===== config.mk =====
export PLATFORM = sky130hd
export DESIGN_NAME = his_builder_reg
export DESIGN_NICKNAME = d
export VERILOG_FILES = /design/src/rtl/his_builder_reg_pkg.sv /design/src/rtl/his_builder_reg_peak_detecter.sv /design/src/rtl/his_builder_reg.sv
export SDC_FILE = /design/constraint.sdc
export NUM_CORES = 1
export LEC_CHECK = 0
export ABC_AREA = 0
export ABC_CLOCK_PERIOD_IN_PS = 5600
export CORE_MARGIN = 4
export CORE_UTILIZATION = 45
export DETAILED_ROUTE_END_ITERATION = 12
export GPL_ROUTABILITY_DRIVEN = 0
export PLACE_DENSITY = 0.61
export SLEW_MARGIN = 0
export SYNTH_ARGS = -nofsm -noshare
export SYNTH_HDL_FRONTEND = slang
export SYNTH_SLANG_ARGS = --single-unit

===== constraint.sdc =====
create_clock -name clk -period 5.6 [get_ports clk]
set_input_delay 1.12 -clock clk [delete_from_list [all_inputs] [get_ports clk]]
set_output_delay 1.12 -clock clk [all_outputs]
set_load 0.01 [all_outputs]

===== src/rtl/his_builder_reg_pkg.sv =====
// his_builder_reg_pkg: shared defaults and dataFinish bit positions for the histogram stage
package his_builder_reg_pkg;
    localparam int NB_DEF       = 4;
    localparam int PEAK_MAX_DEF = 8;
    localparam int CH_BIT       = 1;
    localparam int FH_BIT       = 0;
endpackage


===== src/rtl/his_builder_reg_peak_detecter.sv =====
// peak_detecter: running maximum count and its bin index for one histogram
module peak_detecter
    import his_builder_reg_pkg::*;
#(
    parameter int NB       = NB_DEF,
    parameter int PEAK_MAX = PEAK_MAX_DEF
) (
    input  logic                clk,
    input  logic                res,
    input  logic                wr,
    input  logic [PEAK_MAX-1:0] count,
    input  logic [NB-1:0]       bin,
    output logic [NB-1:0]       maxIdx
);
    logic [PEAK_MAX-1:0] maxVal;

    // strictly-greater update so the earliest bin to reach a maximum keeps it
    always_ff @(posedge clk) begin
        if (res) begin
            maxVal <= '0;
            maxIdx <= '0;
        end else if (wr && count > maxVal) begin
            maxVal <= count;
            maxIdx <= bin;
        end
    end
endmodule


===== src/rtl/his_builder_reg.sv =====
// his_builder_reg: coarse/fine histograms with running peaks, finish latch and clamped peak offset
module his_builder_reg
    import his_builder_reg_pkg::*;
#(
    parameter int NB       = NB_DEF,
    parameter int PEAK_MAX = PEAK_MAX_DEF
) (
    input  logic                clk,
    input  logic                res,
    input  logic [1:0]          wrEnable,
    input  logic                acqFinish,
    input  logic [NB-1:0]       addr,
    input  logic [NB-1:0]       THminus,
    input  logic [NB-1:0]       THpositive,
    output logic [PEAK_MAX-1:0] binCounts,
    output logic [1:0]          dataFinish,
    output logic [NB-1:0]       peakCH,
    output logic [NB-1:0]       peakFH,
    output logic [NB:0]         delta
);
    logic [PEAK_MAX-1:0] chBins [2**NB];
    logic [PEAK_MAX-1:0] fhBins [2**NB];
    logic [PEAK_MAX-1:0] chCur, fhCur, chInc, fhInc;
    logic                chWr, fhWr, finStart, finPend;
    logic [NB-1:0]       idxCH, idxFH;
    logic signed [NB+1:0] diff, lo, hi, clamped;

    // saturating increments, write qualification and the clamped fine-minus-coarse offset
    always_comb begin
        chCur     = chBins[addr];
        fhCur     = fhBins[addr];
        chInc     = (chCur == '1) ? chCur : chCur + 1'b1;
        fhInc     = (fhCur == '1) ? fhCur : fhCur + 1'b1;
        chWr      = wrEnable[CH_BIT] && addr != '0 && !acqFinish && !dataFinish[CH_BIT];
        fhWr      = wrEnable[FH_BIT] && addr != '0 && !acqFinish && !dataFinish[FH_BIT];
        finStart  = acqFinish && dataFinish == 2'b00;
        binCounts = (addr == '0) ? '0 : chWr ? chInc : chCur;
        diff      = $signed({2'b00, idxFH}) - $signed({2'b00, idxCH});
        lo        = -$signed({2'b00, THminus});
        hi        = $signed({2'b00, THpositive});
        clamped   = (diff < lo) ? lo : (diff > hi) ? hi : diff;
    end

    // histogram storage, sticky finish flags and peak latch one edge after finish
    always_ff @(posedge clk) begin
        if (res) begin
            for (int i = 0; i < 2**NB; i++) begin
                chBins[i] <= '0;
                fhBins[i] <= '0;
            end
            dataFinish <= 2'b00;
            finPend    <= 1'b0;
            peakCH     <= '0;
            peakFH     <= '0;
            delta      <= '0;
        end else begin
            if (chWr) chBins[addr] <= chInc;
            if (fhWr) fhBins[addr] <= fhInc;
            if (finStart) dataFinish <= 2'b11;
            finPend <= finStart;
            if (finPend) begin
                peakCH <= idxCH;
                peakFH <= idxFH;
                delta  <= clamped[NB:0];
            end
        end
    end

    peak_detecter #(.NB(NB), .PEAK_MAX(PEAK_MAX)) chPeak (
        .clk(clk), .res(res), .wr(chWr), .count(chInc), .bin(addr), .maxIdx(idxCH)
    );

    peak_detecter #(.NB(NB), .PEAK_MAX(PEAK_MAX)) fhPeak (
        .clk(clk), .res(res), .wr(fhWr), .count(fhInc), .bin(addr), .maxIdx(idxFH)
    );
endmodule


==> impl_metrics.toml, run 1 <==
[status]
status = "finished clean"

[floorplanning]
num_io_pins = 40
core-area_um2 = 31560
die_h_um = 186.9
dieArea_um2 = 34930
dieWidth_um = 186.9
row_count = 65
start_util = 0.4564

[route]
via_count = 9075
drc = 0
first_iter_violations = 884
wl_per_cell_um = 21.06
ant_nets = 0
routed_wl_um = 33810
firstDrtPassIters = 5
viasPerCell = 5.654

[worst_setup_path]
critPathKind = "in2out"
rr_worst_depth = 15
start_kind = "primary input"
crit_path_end_kind = "output pin"
worstPathRequired_ns = 4.48
cp_max_fo = 27
arrival_ns = 4.18

[sta]
hold_viol = 0
worst_slew_margin_rel = 0.4444
rsz0062_at_grt = "false"
fin_crit_sh = 0.9459
setup-violations-final = 0
period_needed_ns = 5.297
slew_viol_final = 0
fin_skew_ns = 0.007771
fin_setup_tns_ns = 0
max_freq_mhz = 188.8
worst_pin_slew_ns = 0.8219

[placement]
dpl.hpwl_um = 22940
port_buffers = 39
dpl_cell_area_um2 = 15240
dp.cells = 1551

[logic_synthesis]
yosys_warnings = 0
netlist_instances = 1115
synth.avg_cell_area_um2 = 12.92
synth_cell_types = 78
synth_edf_count = 256
ys_seq_area_frac = 0.5880
ys_ff_latch = 295
synth_area_um2 = 14400
synth_ff_type = "edfxtp_1"
synthArstFlopShare = 0

[worst_hold_path]
hold_depth = 2
hold_class = "reg2reg"

[layout]
synthToLayoutAreaGrowth_pct = 12.48
fin_cells = 1605
drive_gt1_frac = 0.1987
fin_area_um2 = 16200
nets = 1231
diodes = 0
multiInputGateArea_um2 = 5384
seq_area_um2 = 8468
fillers = 2694

[pwr]
power.density_nw_per_um2 = 322.0
p_leak_nw = 5.984
ir_drop_mv = 0.2046
power_mw = 5.215

[clock_tree]
postCtsSetupBuffers = 0
clkLatencyLatePin_ns = 0.56
cts_num_sinks = 295
clkTransAtPathRegs_ns = 0.06
cts_htree_levels = 1
cts_buffer_depth = 3
numCtsBuffers = 30
cts_tree = "yes"
post_cts_hold_buffer_count = 0
cts-root-buf = "clkbuf_16"

[grt]
grt_overflow = 0
track_usage = 0.1941
grt_pass1_vias = 9068
grt_pass1_wl_um = 54120
antenna_found_initial = 0
grt_max_degree = 44

[job]
drv_cap = 0
[area by class of cell]
type | instances | share of cell area
clock inverter | 16 | 0.009424
timing repair buffer | 81 | 0.04465
multi-input combinational | 729 | 0.3324
sequential | 295 | 0.5228
inverter | 44 | 0.01020
clock buffer | 38 | 0.04951
tap | 402 | 0.03105
[Yosys cell counts (4+ instances only)]
master	count	area share
nor2_1	272	0.071
edfxtp_1	256	0.53
nand2_1	88	0.023
mux4_2	64	0.10
dfxtp_1	39	0.054
inv_1	33	0.0086
ha_1	32	0.028
a21oi_1	22	0.0076
buf_2	19	0.0066
a22oi_1	18	0.0094
mux2i_1	18	0.013
buf_4	13	0.0068
nand2_2	13	0.0056
o21ai_0	13	0.0045
clkbuf_1	12	0.0031
nand4_1	11	0.0048
nor2_2	11	0.0048
nor2_4	11	0.0086
nor3_1	11	0.0038
inv_2	10	0.0026
nand3_1	10	0.0035
buf_6	8	0.0063
nand2b_1	7	0.0030
a22oi_2	6	0.0052
buf_8	6	0.0063
nor2b_1	6	0.0026
a21o_1	5	0.0026
a31oi_1	5	0.0022
mux2i_4	5	0.0078
mux2_2	4	0.0031
nor3b_1	4	0.0021
o211ai_1	4	0.0021
o21ai_2	4	0.0024
o22ai_1	4	0.0017
xor2_1	4	0.0024
[through the flow]
step	utilization	setup slack, ns	hold slack [ns]
global route	0.5133	0.09890	0.4780
detailed placement	0.4830	0.2287	0.4522
floorplan	-	0.3480	0.4363
finish	0.5133	0.3032	0.4647
CTS	0.5132	0.2291	0.4638
global placement	0.4830	0.2694	0.4449
[flip-flops by register name (all words and copies together), names as in the netlist]
signal         count
delta              5
finPend            1
fhPeak.maxVal      8
chBins           128
peakFH             4
dataFinish         1
peakCH             4
chPeak.maxVal      8
chPeak.maxIdx      4
fhBins           128
fhPeak.maxIdx      4
[report_power, final]
part / internal (mW) / total (mW) / leakage [nW] / switching, mW
logic: 0.283 / 0.750 / 2.57 / 0.467
registers: 2.48 / 2.51 / 2.95 / 0.0311
clock network: 1.14 / 1.96 / 0.462 / 0.817
[final timing paths]
kind | from | end | slack (ns)
setup reg to reg | chBins[0][1] | chPeak.maxVal[5] | 1.83
setup / recovery | addr[0] | binCounts[0] | 0.30
hold reg to reg | fhPeak.maxVal[3] | fhPeak.maxVal[3] | 0.46
hold / removal | fhPeak.maxVal[3] | fhPeak.maxVal[3] | 0.46
[layout by cell type, fill, tap and decap left out, types with 11 or more instances in the layout]
cell type,netlist,final
a21oi_1,22,22
a22oi_1,18,18
buf_4,13,42
clkbuf_16,0,31
clkdlybuf4s50_1,0,35
conb_1,1,16
dfxtp_1,39,39
edfxtp_1,256,256
ha_1,32,32
inv_1,33,33
mux2i_1,18,18
mux4_2,64,64
nand2_1,88,88
nand2_2,13,13
nand4_1,11,11
nor2_1,272,272
nor2_2,11,11
nor2_4,11,11
nor3_1,11,11
o21ai_0,13,13
[layer usage]
layer | routed length (um) | vias up | track usage
met5 | 0 | - | 0
met4 | 545 | 0 | 0.03982
met3 | 1788 | 46 | 0.02408
met2 | 15990 | 297 | 0.3141
met1 | 15480 | 4542 | 0.2864
li1 | - | 4190 | -
[logic make-up after synthesis]
| logic type | after synthesis | share of synthesized area |
|---|---|---|
| buffers and inverters | 106 | 0.04266 |
| AND/OR/NAND/NOR | 473 | 0.1539 |
| AO/OA/AOI/OAI | 106 | 0.05413 |
| other | 1 | 0.0002604 |
| flip-flops | 295 | 0.5880 |
| XOR/XNOR | 7 | 0.005300 |
| multiplexers | 94 | 0.1266 |
| adder cells (fa/ha/maj) | 33 | 0.02919 |
[worst max-delay path, cell delays in order]
cell             delay [ns]
buf_4                  0.43
buf_4                  0.33
mux4_2                 0.52
a22oi_1                0.30
nand2_2                0.17
nand4_4                0.20
o21ai_0                0.16
xor2_1                 0.19
nor2_1                 0.14
clkdlybuf4s50_1        0.58
[what timing repair did]
action	in CTS	in global routing
endpoints found under the hold margin	0	0
gates resized for setup	0	1
endpoints found under the setup margin	0	1
(Power assumes the default switching activity.)
==> inputs of run 2 (changes only) <==
--- a/config.mk
+++ b/config.mk
@@ -6,12 +6,11 @@
 export NUM_CORES = 1
 export LEC_CHECK = 0
 export ABC_AREA = 0
-export ABC_CLOCK_PERIOD_IN_PS = 5600
+export ABC_CLOCK_PERIOD_IN_PS = 4700
 export CORE_MARGIN = 4
 export CORE_UTILIZATION = 45
 export DETAILED_ROUTE_END_ITERATION = 12
-export GPL_ROUTABILITY_DRIVEN = 0
-export PLACE_DENSITY = 0.61
+export PLACE_DENSITY = 0.64
 export SLEW_MARGIN = 0
 export SYNTH_ARGS = -nofsm -noshare
 export SYNTH_HDL_FRONTEND = slang
==> constraint.sdc (replaced) <==
create_clock -name clk -period 4.7 [get_ports clk]
set_input_delay 0.94 -clock clk [delete_from_list [all_inputs] [get_ports clk]]
set_output_delay 0.94 -clock clk [all_outputs]
set_load 0.01 [all_outputs]
==> run 2 against run 1 <==
Compared with the run above: critical path depth rose by 1; critical path type unchanged; non-clock buffer count grew 68; core utilization up 2.3 points; sequential power up 19%; first-iteration DRC count down 7.2%; largest cell class unchanged; sequential share of layout area decreased by 2.3 points; clock skew up 0.0013 ns; wire length increased by 0.38%; count of clock-buffer cells in the layout shrank 1; clock power increased by 22%.
==> impl_metrics.toml, run 2 (synthesized netlist as in run 1, its figures left out) <==
[pwr]
pwr-share-comb = 0.152
switchingPower_mw = 1.618
p_int_mw = 4.719
p_leak_nw = 6.369
p_sw_frac = 0.2554
seqPwrFrac = 0.472
power.density_nw_per_um2 = 374.4
ir_drop_mv = 0.2856
clkPwrFrac = 0.377

[sta]
whs_ns = 0.4682
setup-violations-final = 0
hold_viol = 0
rsz0062_at_grt = "true"
fin_crit_sh = 0.9737
max_freq_mhz = 218.5
slew_viol_final = 0
worst_pin_slew_ns = 0.7932
fin_skew_ns = 0.009050
worst_slew_margin_rel = 0.4638
layout_setup_ws_ns = 0.1236
period_needed_ns = 4.576

[job]
drv_cap = 0

[floorplanning]
row_count = 65
dieArea_um2 = 34930
core-area_um2 = 31560
num_io_pins = 40
start_util = 0.4564
dieWidth_um = 186.9
die_h_um = 186.9

[grt]
grt_max_degree = 43
grt_pass1_vias = 9377
antenna_found_initial = 0
track_usage = 0.1951
grt_pass1_wl_um = 54200
grt_overflow = 0

[placement]
gp_routability_congestion = 0.8390
dp.cells = 1618
dpl.hpwl_um = 23590
port_buffers = 39
dp_slack_ns = -0.02699

[layout]
top_regs = "chBins (128), fhBins (128)"
diodes = 0
layout_commonest_cell = "nor2_1"
drive_gt1_frac = 0.2512
fillers = 2589
layout_common_cells = "272 x nor2_1, 256 x edfxtp_1, 101 x buf_4, 88 x nand2_1, 64 x mux4_2"
synthToLayoutAreaGrowth_pct = 17.54
fin_cells = 1676
nets = 1300

[worst_hold_path]
hold_class = "reg2reg"

[clock_tree]
clkTransAtPathRegs_ns = 0.06
clkLatencyLatePin_ns = 0.57
cts_num_sinks = 295
cts_tree = "yes"
cts-root-buf = "clkbuf_16"
numCtsBuffers = 31
cts_buffer_depth = 3
cts_htree_levels = 1

[route]
firstDrtPassIters = 5
via_count = 9333
viasPerCell = 5.569
routed_wl_um = 33940
drc = 0
ant_nets = 0
wl_per_cell_um = 20.25
first_iter_violations = 820

[worst_setup_path]
start_kind = "primary input"
max_stage_delay_ns = 0.57
worstPathRequired_ns = 3.76
critPathKind = "in2out"
arrival_ns = 3.64
cp_max_fo = 6
cp_slowest_cell = "clkdlybuf4s50_1"
crit_path_end_kind = "output pin"
crit_chain = "clkdlybuf4s50_1 -> buf_4 -> buf_4 -> mux4_2 -> a22oi_1 -> nand3_2 -> nand2_1 -> nor3_4 -> a31o_2 -> a21oi_1 -> clkdlybuf4s50_1"

[status]
status = "finished clean"
-- run 2: layout make-up --
| class | instances | area, um2 | area share |
|---|---|---|---|
| sequential | 295 | 8468 | 0.5003 |
| multi-input combinational | 729 | 5459 | 0.3225 |
| timing repair buffer | 149 | 1338 | 0.07902 |
| clock buffer | 37 | 798.3 | 0.04716 |
| tap | 402 | 503.0 | 0.02971 |
| clock inverter | 20 | 196.4 | 0.01160 |
| inverter | 44 | 165.2 | 0.009757 |
-- run 2: through the flow --
| step | TNS, ns | area [um2] | util | power [mW] |
|---|---|---|---|---|
| 2_1_floorplan | -0.09285 | 14560 | - | 3.680 |
| 3_3_place_gp | 0 | 15910 | 0.5041 | 3.987 |
| 3_5_place_dp | -0.04413 | 15910 | 0.5041 | 4.002 |
| 4_1_cts | 0 | 16900 | 0.5356 | 6.384 |
| 5_1_grt | -0.05801 | 16930 | 0.5364 | 6.587 |
| 6_report | 0 | 16930 | 0.5364 | 6.337 |
-- run 2: worst max-delay path, delay by kind of cell --
family	cells	cell delay, ns
buf+inv	4	1.34
compound gates	3	0.59
simple gates	3	0.46
mux	1	0.29
-- run 2: power by group through the flow --
stage | sequential (mW) | combinational [mW] | clock (mW)
finish | 2.99 | 0.961 | 2.39
CTS | 2.99 | 0.963 | 2.43
floorplan | 3.03 | 0.654 | 0
global placement | 3.04 | 0.945 | 0
detailed placement | 3.04 | 0.957 | 0
global route | 3.00 | 1.05 | 2.54
-- run 2: path summary, 6_finish.rpt --
check	start	endpoint	slack, ns	cells after the start
setup reg to reg	fhBins[6][0]	fhPeak.maxVal[4]	1.08	17
hold reg to reg	fhPeak.maxVal[6]	fhPeak.maxVal[6]	0.47	2
setup / recovery	addr[2]	binCounts[7]	0.12	11
hold / removal	fhPeak.maxVal[6]	fhPeak.maxVal[6]	0.47	2
-- run 2: timing repair --
action | 4_1_cts | 5_1_grt
setup endpoints to repair | 0 | 5
hold buffers | 0 | 0
buffers inserted | 0 | 1
gates resized for setup | 0 | 6
-- run 2: metal layers --
metal,GRT usage,part of all wire
met1,0.2823,0.44
met3,0.02221,0.061
met4,0.04380,0.019
met2,0.3221,0.48
met5,0,0
==> inputs of run 3 (changes only) <==
--- a/config.mk
+++ b/config.mk
@@ -6,11 +6,12 @@
 export NUM_CORES = 1
 export LEC_CHECK = 0
 export ABC_AREA = 0
-export ABC_CLOCK_PERIOD_IN_PS = 4700
+export ABC_CLOCK_PERIOD_IN_PS = 4600
 export CORE_MARGIN = 4
 export CORE_UTILIZATION = 45
 export DETAILED_ROUTE_END_ITERATION = 12
-export PLACE_DENSITY = 0.64
+export PLACE_DENSITY = 0.61
+export REMOVE_ABC_BUFFERS = 1
 export SLEW_MARGIN = 0
 export SYNTH_ARGS = -nofsm -noshare
 export SYNTH_HDL_FRONTEND = slang
==> constraint.sdc (replaced) <==
create_clock -name clk -period 4.6 [get_ports clk]
set_input_delay 0.92 -clock clk [delete_from_list [all_inputs] [get_ports clk]]
set_output_delay 0.92 -clock clk [all_outputs]
set_load 0.01 [all_outputs]
==> run 3 against run 2 <==
Compared with the run above: design area rose by 1.0%; via count shrank 0.23%; combinational power is 3.9% higher.
==> impl_metrics.toml, run 3 (synthesized netlist as in run 1, its figures left out) <==
[status]
status = "finished clean"

[job]
drv_cap = 0

[sta]
period_needed_ns = 4.461
fin_skew_ns = 0.01458
max_freq_mhz = 224.2
whs_ns = 0.4711
setup-violations-final = 0
hold_viol = 0
worst_slew_margin_rel = 0.4474
worst_pin_slew_ns = 0.8174
slew_viol_final = 0
fin_crit_sh = 0.9698

[pwr]
power_mw = 6.461
pwr-share-comb = 0.154
ir_drop_mv = 0.2570
switchingPower_mw = 1.639
clkPwrFrac = 0.373
p_int_mw = 4.821
p_sw_frac = 0.2537
power.density_nw_per_um2 = 377.8
p_leak_nw = 6.541
seqPwrFrac = 0.472

[route]
viasPerCell = 5.446
ant_nets = 0
firstDrtPassIters = 8
wl_per_cell_um = 20.49
drc = 0
routed_wl_um = 35030
via_count = 9312
first_iter_violations = 712

[grt]
grt_pass1_wl_um = 54400
grt_max_degree = 46
grt_overflow = 0
track_usage = 0.1981
antenna_found_initial = 1
grt_pass1_vias = 9340

[worst_hold_path]
hold_class = "reg2reg"

[clock_tree]
cts-root-buf = "clkbuf_16"
cts_buffer_depth = 3
numCtsBuffers = 30
clkTransAtPathRegs_ns = 0.06
clkLatencyLatePin_ns = 0.55
post_cts_hold_buffer_count = 0
cts_htree_levels = 1
cts_num_sinks = 295
cts_tree = "yes"

[placement]
port_buffers = 39
dpl.hpwl_um = 24490
gp_routability_congestion = 0.8219

[layout]
layout_commonest_cell = "nor2_1"
top_regs = "chBins (128), fhBins (128)"
drive_gt1_frac = 0.2678
nets = 1334
synthToLayoutAreaGrowth_pct = 18.76
layout_common_cells = "272 x nor2_1, 256 x edfxtp_1, 138 x buf_4, 88 x nand2_1, 64 x mux4_2"

[worst_setup_path]
arrival_ns = 3.54
worst-r2r-setup-slack_ns = 0.99
worstPathRequired_ns = 3.68
crit_path_end_kind = "output pin"
critPathKind = "in2out"
start_kind = "primary input"
cp_max_fo = 6

[floorplanning]
dieWidth_um = 186.9
num_io_pins = 40
row_count = 65
die_h_um = 186.9
core-area_um2 = 31560
dieArea_um2 = 34930
start_util = 0.4564
run 3: cell count changes in the layout (fill, tap and decap cells not counted), sizes merged, moves of 2 or more:
| cell | change |
|---|---|
| buf | +35 |
| clkdlybuf4s50 | -4 |
| clkinv | +3 |
| clkinvlp | -3 |
| dlygate4sd2 | +2 |
| dlymetal6s2s | +2 |
run 3: per-layer routing:
metal  routed length (um)  up-vias  GRT usage
li1                     -     4404          -
met1                15340     4567     0.2783
met2                16610      287     0.3239
met3                 2177       54    0.03434
met4                  906        0    0.05148
met5                    0        -          0
run 3: path summary, 6_finish.rpt:
path | start | end | cells past startpoint
min | fhPeak.maxVal[6] | fhPeak.maxVal[6] | 2
max reg2reg | fhBins[7][5] | fhPeak.maxVal[4] | 15
max | addr[2] | binCounts[0] | 11
min reg2reg | fhPeak.maxVal[6] | fhPeak.maxVal[6] | 2
run 3: power by group through the flow:
stage	Clock (mW)	Combinational (mW)	Sequential [mW]
finish	2.41	0.998	3.05
global route	2.58	1.09	3.06
CTS	2.45	0.995	3.05
detailed placement	0	0.988	3.11
global placement	0	0.980	3.11
floorplan	0	0.559	3.10
run 3: per-stage QoR:
step	instance area, um2	setup slack [ns]	cells	utilization	TNS, ns
floorplan	14010	-1.082	1068	-	-13.46
global placement	16020	-0.04592	1646	0.5076	-0.2769
detailed placement	16020	-0.08620	1646	0.5076	-0.7679
CTS	17000	0.03449	1702	0.5388	0
global route	17100	-0.002192	1710	0.5420	-0.002192
finish	17100	0.1388	1710	0.5420	0
run 3: what timing repair did:
| item | CTS | global route |
|---|---|---|
| buffers inserted | 1 | 7 |
| setup endpoints to repair | 5 | 6 |
| resized for setup | 5 | 12 |
| pin swaps | 1 | 3 |
run 3: worst max-delay path, stage by stage:
cell             delay (ns)
clkdlybuf4s50_1        0.54
buf_4                  0.20
buf_12                 0.12
mux4_2                 0.30
a22oi_2                0.19
nand3_2                0.19
nand4_4                0.18
o21ai_2                0.09
xor2_1                 0.17
nor2_1                 0.09
clkdlybuf4s50_1        0.55
run 3: area by class of cell:
class,instances,area [um2]
Antenna cell,1,2.502
Clock inverter,19,176.4
Sequential cell,295,8468
Multi-Input combinational cell,729,5424
Tap cell,402,503.0
Clock buffer,36,794.5
Inverter,44,165.2
Timing Repair Buffer,184,1569
Fill cell,2652,14450
